### src/rtl/float_pkg.sv
// Shared definitions for the 8-bit {exp, mant} float format used by the encoder and adder.
// FLOAT_ENCODE_ROUND_EN adds the ROUND state to the encoder FSM.
package float_pkg;

  localparam int EXP_W  = 3;
  localparam int MANT_W = 5;
  localparam int INT_W  = MANT_W + (2 ** EXP_W) - 1;

  localparam logic [EXP_W+MANT_W-1:0] FLOAT_MAX = 8'hFF;
  // Largest exactly representable integer: 31 << 7.
  localparam logic [INT_W-1:0]        SAT_LIMIT = 12'd3968;

  typedef enum logic [1:0] {
    S_IDLE  = 2'd0,
    S_NORM  = 2'd1,
    S_DONE  = 2'd2
`ifdef FLOAT_ENCODE_ROUND_EN
    ,
    S_ROUND = 2'd3
`endif
  } state_t;

  typedef struct packed {
    logic [EXP_W-1:0]  exp;
    logic [MANT_W-1:0] mant;
  } float_t;

endpackage

### src/rtl/float_encode.sv
// Iterative unsigned-integer to {exp, mant} float encoder, one normalising shift per clock.
// Define FLOAT_ENCODE_ROUND_EN for round-half-up; otherwise the mantissa is truncated.
module float_encode
  import float_pkg::*;
#(
  parameter int EXP_W  = float_pkg::EXP_W,
  parameter int MANT_W = float_pkg::MANT_W,
  parameter int INT_W  = float_pkg::INT_W
) (
  input  logic                    clk,
  input  logic                    rst,
  input  logic                    in_valid,
  output logic                    in_ready,
  input  logic [INT_W-1:0]        in_value,
  output logic                    out_valid,
  input  logic                    out_ready,
  output logic [EXP_W+MANT_W-1:0] out_result,
  output logic                    out_sat,
  output logic                    out_inexact
);

  localparam logic [EXP_W-1:0]  EXP_MAX   = {EXP_W{1'b1}};
  localparam logic [MANT_W-1:0] MANT_HALF = {1'b1, {(MANT_W-1){1'b0}}};

  state_t             state, state_n;
  logic [INT_W-1:0]   work, work_n;
  logic [EXP_W-1:0]   exp_q, exp_n;
  logic               guard, guard_n;
  logic               sticky, sticky_n;
  logic               over, over_n;
  float_t             result_q, result_n;
  logic               sat_q, sat_n;
  logic               inexact_q, inexact_n;
  logic               fits;
`ifdef FLOAT_ENCODE_ROUND_EN
  logic [MANT_W:0]    mant_inc;
`endif

  assign fits = (work[INT_W-1:MANT_W] == '0);

  always_comb begin
    // NOTE: every signal driven here gets a hold default first, so no path leaves it unassigned and no latch is inferred.
    state_n   = state;
    work_n    = work;
    exp_n     = exp_q;
    guard_n   = guard;
    sticky_n  = sticky;
    over_n    = over;
    result_n  = result_q;
    sat_n     = sat_q;
    inexact_n = inexact_q;
`ifdef FLOAT_ENCODE_ROUND_EN
    mant_inc  = {1'b0, work[MANT_W-1:0]} + {{MANT_W{1'b0}}, guard};
`endif

    case (state)
      S_IDLE: begin
        if (in_valid) begin
          work_n   = in_value;
          exp_n    = '0;
          guard_n  = 1'b0;
          sticky_n = 1'b0;
          // Anything above SAT_LIMIT cannot be represented; remember it for the exit flags.
          over_n   = (in_value > SAT_LIMIT);
          state_n  = S_NORM;
        end
      end

      S_NORM: begin
        if (fits) begin
`ifdef FLOAT_ENCODE_ROUND_EN
          state_n = S_ROUND;
`else
          result_n.exp  = exp_q;
          result_n.mant = work[MANT_W-1:0];
          if (over) result_n = float_t'(FLOAT_MAX);
          sat_n     = over;
          inexact_n = guard | sticky | over;
          state_n   = S_DONE;
`endif
        end else if (exp_q == EXP_MAX) begin
          result_n  = float_t'(FLOAT_MAX);
          sat_n     = 1'b1;
          inexact_n = 1'b1;
          state_n   = S_DONE;
        end else begin
          work_n   = work >> 1;
          guard_n  = work[0];
          sticky_n = sticky | guard;
          exp_n    = exp_q + 1'b1;
        end
      end

`ifdef FLOAT_ENCODE_ROUND_EN
      S_ROUND: begin
        result_n.exp  = exp_q;
        result_n.mant = mant_inc[MANT_W-1:0];
        sat_n         = over;
        inexact_n     = guard | sticky | over;
        if (over) begin
          result_n = float_t'(FLOAT_MAX);
        end else if (mant_inc[MANT_W]) begin
          // Mantissa carried out: renormalise to 16 << (exp+1), or clamp at the top exponent.
          if (exp_q == EXP_MAX) begin
            result_n = float_t'(FLOAT_MAX);
            sat_n    = 1'b1;
          end else begin
            result_n.exp  = exp_q + 1'b1;
            result_n.mant = MANT_HALF;
          end
        end
        state_n = S_DONE;
      end
`endif

      S_DONE: begin
        if (out_ready) state_n = S_IDLE;
      end

      default: state_n = S_IDLE;
    endcase
  end

  always_ff @(posedge clk) begin
    // NOTE: non-blocking assignments so every register samples the pre-edge values of the others.
    if (rst) begin
      state     <= S_IDLE;
      work      <= '0;
      exp_q     <= '0;
      guard     <= 1'b0;
      sticky    <= 1'b0;
      over      <= 1'b0;
      result_q  <= '0;
      sat_q     <= 1'b0;
      inexact_q <= 1'b0;
    end else begin
      state     <= state_n;
      work      <= work_n;
      exp_q     <= exp_n;
      guard     <= guard_n;
      sticky    <= sticky_n;
      over      <= over_n;
      result_q  <= result_n;
      sat_q     <= sat_n;
      inexact_q <= inexact_n;
    end
  end

  assign in_ready    = (state == S_IDLE);
  assign out_valid   = (state == S_DONE);
  assign out_result  = result_q;
  assign out_sat     = sat_q;
  assign out_inexact = inexact_q;

endmodule

### config.mk
export PLATFORM = sky130hd
export DESIGN_NAME = float_encode
export DESIGN_NICKNAME = d
export VERILOG_FILES = /design/src/rtl/float_pkg.sv /design/src/rtl/float_encode.sv
export SDC_FILE = /design/constraint.sdc
export NUM_CORES = 1
export LEC_CHECK = 0
export BUFFER_PORTS_ARGS = -buffer_cell sky130_fd_sc_hd__buf_2
export CAP_MARGIN = 10
export CORE_UTILIZATION = 30
export CTS_CLUSTER_SIZE = 8
export DETAILED_ROUTE_END_ITERATION = 10
export PLACE_DENSITY = 0.5
export SYNTH_ARGS = -nofsm -noshare
export SYNTH_HDL_FRONTEND = slang
export SYNTH_SLANG_ARGS = --single-unit
### constraint.sdc
create_clock -name clk -period 2.4 [get_ports clk]
set_clock_uncertainty 0.15 [all_clocks]
set_input_delay 0.6 -clock clk [delete_from_list [all_inputs] [get_ports clk]]
set_output_delay 0.6 -clock clk [all_outputs]
set_load 0.03 [all_outputs]
# --- After elaboration in Yosys (flattened, before gate mapping) ---
# Index checks and enable logic that the tools add are counted.
word_totals:
  out_inout_bits: 12
  reg_bits: 30
  wordCells: 56
  input_bits: 16
classes:
  reduce_logical: 8
  bitwise_logic: 2
  muxes: 26
  addsub: 1
  eq_ne: 8
  n_lt_le_gt_ge: 1
ops:
  columns: ["op", "n"]
  rows:
  - ["12-bit 2-to-1 mux", 3]
  - ["8-bit 2-to-1 mux", 3]
  - ["12-bit case mux with 2 select lines", 1]
  - ["12-bit > comparator (second input constant)", 1]
  - ["3-bit 2-to-1 mux", 3]
  - ["1-bit 2-to-1 mux", 8]
  - ["2-bit 2-to-1 mux", 4]
  - ["7-bit zero test", 1]
  - ["2-bit != test (second input constant)", 3]
  - ["2-bit case mux with 3 select lines", 1]
  - ["3-bit case mux with 2 select lines", 1]
  - ["1-bit case mux with 2 select lines", 2]
  - ["2-bit AND reduction", 2]
  - ["4-bit AND reduction", 1]
  - ["2-bit nonzero test", 2]
  - ["3-bit by 1-bit adder with 3-bit output (second input constant)", 1]
  - ["3-bit equality test (second input constant)", 1]
  - ["3-bit != test (second input constant)", 1]
  - ["3-bit AND reduction", 1]
  - ["2-bit by 1-bit equality test with 1-bit output (second input constant)", 1]
  - ["2-bit equality test (second input constant)", 1]
  - ["2-bit zero test", 1]
  - ["2-bit by 1-bit != test with 1-bit output (second input constant)", 1]
  - ["1-bit OR", 2]

# --- Depth between registers and ports, before layout ---
depth:
  word_depth: 4
  mapped_depth: 6
  depth_no_buf: 5

# --- Worst setup path before layout ---
# OpenSTA, ideal clock, no wires.
synth_timing:
  kind: "reg-to-output"
  from: "register state[0]"
  to: "output port in_ready"
  arrival_ns: 1.179
  slack_ns: 0.471
  stages_incl_launch_ff: 4
  required_ns: 1.650
  path_buffers: 2
  path_cell_list: "dfxtp_1 > buf_4 > clkbuf_1 > nor2_1"
synth_via:
  elab_chain_cells: 1
synth_lines:
  columns: ["element", "line", "source"]
  rows:
  - ["start, declared", "float_encode.sv:25", "state_t state, state_n;"]
  - ["start signal, assigned", "float_encode.sv:137", "state <= state_n;"]
  - ["2-bit zero test", "float_encode.sv:149", "assign in_ready = (state == S_IDLE);"]
  - ["end, declared", "float_encode.sv:13", "output logic in_ready,"]
# Every way passes these cells.

# --- Worst setup path after layout ---
layout_timing:
  from: "register exp_q[0]"
  to: "register result_q, in the netlist out_result[1]"
layout_via:
  elab_chain_cells: 3
layout_lines:
  columns: ["element", "line", "source"]
  rows:
  - ["start, declared", "float_encode.sv:27", "logic [EXP_W-1:0] exp_q, exp_n;"]
  - ["start signal, assigned", "float_encode.sv:139", "exp_q <= exp_n;"]
  - ["3-bit equality test", "float_encode.sv:81", "end else if (exp_q == EXP_MAX) begin"]
  - ["2-bit nonzero test (no source line)", null, null]
  - ["2-bit AND reduction (no source line)", null, null]
  - ["end signal, assigned", "float_encode.sv:143", "result_q <= result_n;"]
  - ["end, declared", "float_encode.sv:31", "float_t result_q, result_n;"]
# Every way passes these cells.
# A chain may end at the register's enable or synchronous reset.

==> metrics.csv <==
metric,value,unit
vias per cell,5.291,
most frequent cells in the layout,"dfxtp_1, buf_2, nor3_1, mux2i_1, a211oi_2",
Max Root-Sink Buffers,2,
Resized Gates After CTS,0,
Critical path origin,exp_q[0],
Slowest cell on crit path,nor2_1,
Syn. warnings,0,
die width,69.83,µm
placed instance area,0.001546,mm²
final setup TNS,0,ns
H-tree Lvls,2,
period utilisation layout,0.8565,
Psw,459.9,µW
worst-margin pin slew,0.7743,ns
R2R Path Start,exp_q[0],
cts hold-fix bufs,0,
Sw Ratio,0.3382,
crit path kind,reg -> reg,
Final Max Slew Viols,0,
CTS tree,built,
via count,1090,
GP Congestion,0.7707,
fin nets,172,
Die Area,0.004876,mm²
required time of the worst setup path,2.47,ns
"top cells by area, synth","dfxtp_1, a211oi_2, mux2i_1, nor3_1, o221a_2",
drt drc,0,
clk_lat worst skew,0.28,ns
largest area contributor in the netlist,dfxtp_1,
"commonest non-fill, non-tap cell in the layout",dfxtp_1,
FF-to-FF setup slack,0.34,ns
Peak Freq,486.5,MHz
All-Layer GR Usage,0.1372,
initial antenna violation count,0,
average wire per standard cell,15.48,µm
worst flop-to-flop path endpoint,out_result[1],
endpoints failing hold,0,
RSZ-0062 raised after global routing,false,
Max Cap Violations,0,
port buffer count,27,
# fillers,456,
post-synthesis cell type count,34,
share of the synthesized area in the top cell type,0.4352,
Routed WL,3.189,mm
"Setup Fix Bufs, Post-CTS",0,
Reg2Reg Depth,5,
"Arr. time, crit path",2.13,ns
post-detail-place hpwl,2.263,mm
TritonCTS buffer count,5,
core area,0.004384,mm²
sequential share of the synthesized area,0.4352,
"Reg clk slew, reported paths",0.07,ns
syn nets,145,
#FFs+latches synth,30,
final core utilization,0.3707,
internal power,899.7,µW
Initial DRC Count,53,
share of layout cells above drive strength 1,0.4026,
num ports,28,
crit end category,flop,
crit-path cells,ha_1 > ha_1 > a21oi_1 > nor2_1 > o221a_2,
final setup vio count,0,
die height,69.83,µm
VDD IR max,0.0003338,V
Root Driver,clkbuf_8,
Initial DRT Pass Iterations,4,
"antenna viol nets, final",0,
design area,0.001625,mm²
power per cell area,836.5,mW/mm²
largest net degree at the start of global routing,20,
Comb power frac,0.271,
Rel. slew slack,0.4819,
Post-Syn Instances,127,
vias in the first global route,1089,
Avg Inst Size Synth,10.87,µm²
Antenna Cells,0,
crit-path max cell delay,0.62,ns
first-pass GRT wire length,5.168,mm
sequential share of power,0.450,
Rows,24,
Post-Syn Area,0.001380,mm²
crit-path max FO,11,
status,finished clean,
grt ovf,0,
static leakage,0.0006495,µW
crit path to,out_result[1],
area grow syn2layout,17.77,%
minimum clock period,2.056,ns
Sink Count,30,
Clk pwr share,0.279,
Initial Util,0.3148,
CP dominant cell by count,ha_1,
min-delay worst type,reg -> reg,
nature of the critical path startpoint,flop,
-- metal layers --
metal	share of wire	wire (µm)	vias up	global-route usage
met4	0.0060	19	0	0.05333
met3	0.047	151	4	0.04942
li1	-	-	535	-
met1	0.46	1466	523	0.1661
met5	0	0	-	0
met2	0.49	1551	28	0.2212
-- worst min-delay path by stage --
| stage | from | slack, ns | to | depth (start not counted) |
|---|---|---|---|---|
| 6_report | over | 0.32 | over | 2 |
| 5_1_grt | guard | 0.38 | guard | 2 |
| 4_1_cts | over | 0.32 | over | 2 |
| 3_5_place_dp | over | 0.31 | over | 2 |
| 3_3_place_gp | over | 0.30 | over | 2 |
| 2_1_floorplan | over | 0.29 | over | 2 |
-- Yosys cell counts --
cell	count
a211o_4	1
a211oi_1	1
a211oi_2	10
a211oi_4	1
a21oi_1	8
and4_1	1
buf_2	3
buf_4	2
buf_6	1
clkbuf_1	4
dfxtp_1	30
ha_1	2
inv_1	1
mux2i_1	11
nand2_1	6
nand2_4	1
nand2b_2	1
nand3_1	4
nand3_2	1
nand4_1	2
nor2_1	3
nor2b_1	2
nor3_1	13
nor3_2	1
nor3b_2	1
nor4_1	1
nor4_4	1
o211a_1	1
o21a_1	1
o221a_1	4
o221a_2	5
o31ai_1	1
or2_2	1
or3b_2	1
-- worst max-delay path: cells and delay by family (launching register included) --
kind | cells | cell delay, ns
compound gates | 2 | 0.37
flops | 1 | 0.39
simple gates | 1 | 0.62
fa+ha+maj | 2 | 0.46
-- registers in the layout, indices dropped and copies added (netlist names) --
name and cells:
out_inexact 1, out_result 8, exp_q 3, out_sat 1
guard 1, work 12, sticky 1, state 2
over 1
-- per-stage QoR --
| stage | cells | hold slack, ns | total power (µW) | setup WS (ns) |
|---|---|---|---|---|
| finish | 206 | 0.3169 | 1360 | 0.3443 |
| floorplan | 127 | 0.2867 | 914.5 | 0.4706 |
| global route | 206 | 0.3763 | 1442 | 0.2516 |
| CTS | 206 | 0.3153 | 1379 | 0.3129 |
| global placement | 199 | 0.2993 | 983.8 | 0.3986 |
| detailed placement | 199 | 0.3056 | 994.7 | 0.3870 |
-- final cells by class --
type	instances	area, µm²	share of cell area
inverters	1	3.754	0.002309
well taps	52	65.06	0.04003
repair buffers	30	157.7	0.09700
clock inverters	2	10.01	0.006159
clock buffers	5	68.82	0.04234
multi-input cells	86	719.4	0.4426
flip-flops and latches	30	600.6	0.3695
-- logic make-up (layout without fill, tap and decap cells) --
kind of cell,count (synthesis),after routing,synth area share
AOI/OAI and AO/OA,33,33,0.2439
adders and majority gates,2,2,0.01813
buffers and inverters,11,38,0.04350
DFF,30,30,0.4352
muxes,11,11,0.07979
and+or+nand+nor,40,40,0.1795
-- power groups by stage --
stage | Combinational, µW | Sequential [µW] | Clock (µW)
after detailed placement | 372 | 622 | 0
after global placement | 364 | 620 | 0
after CTS | 372 | 612 | 394
final | 368 | 612 | 379
after floorplan | 272 | 642 | 0
after global routing | 399 | 620 | 424
No activity file was read; power rests on OpenSTA's default activity.
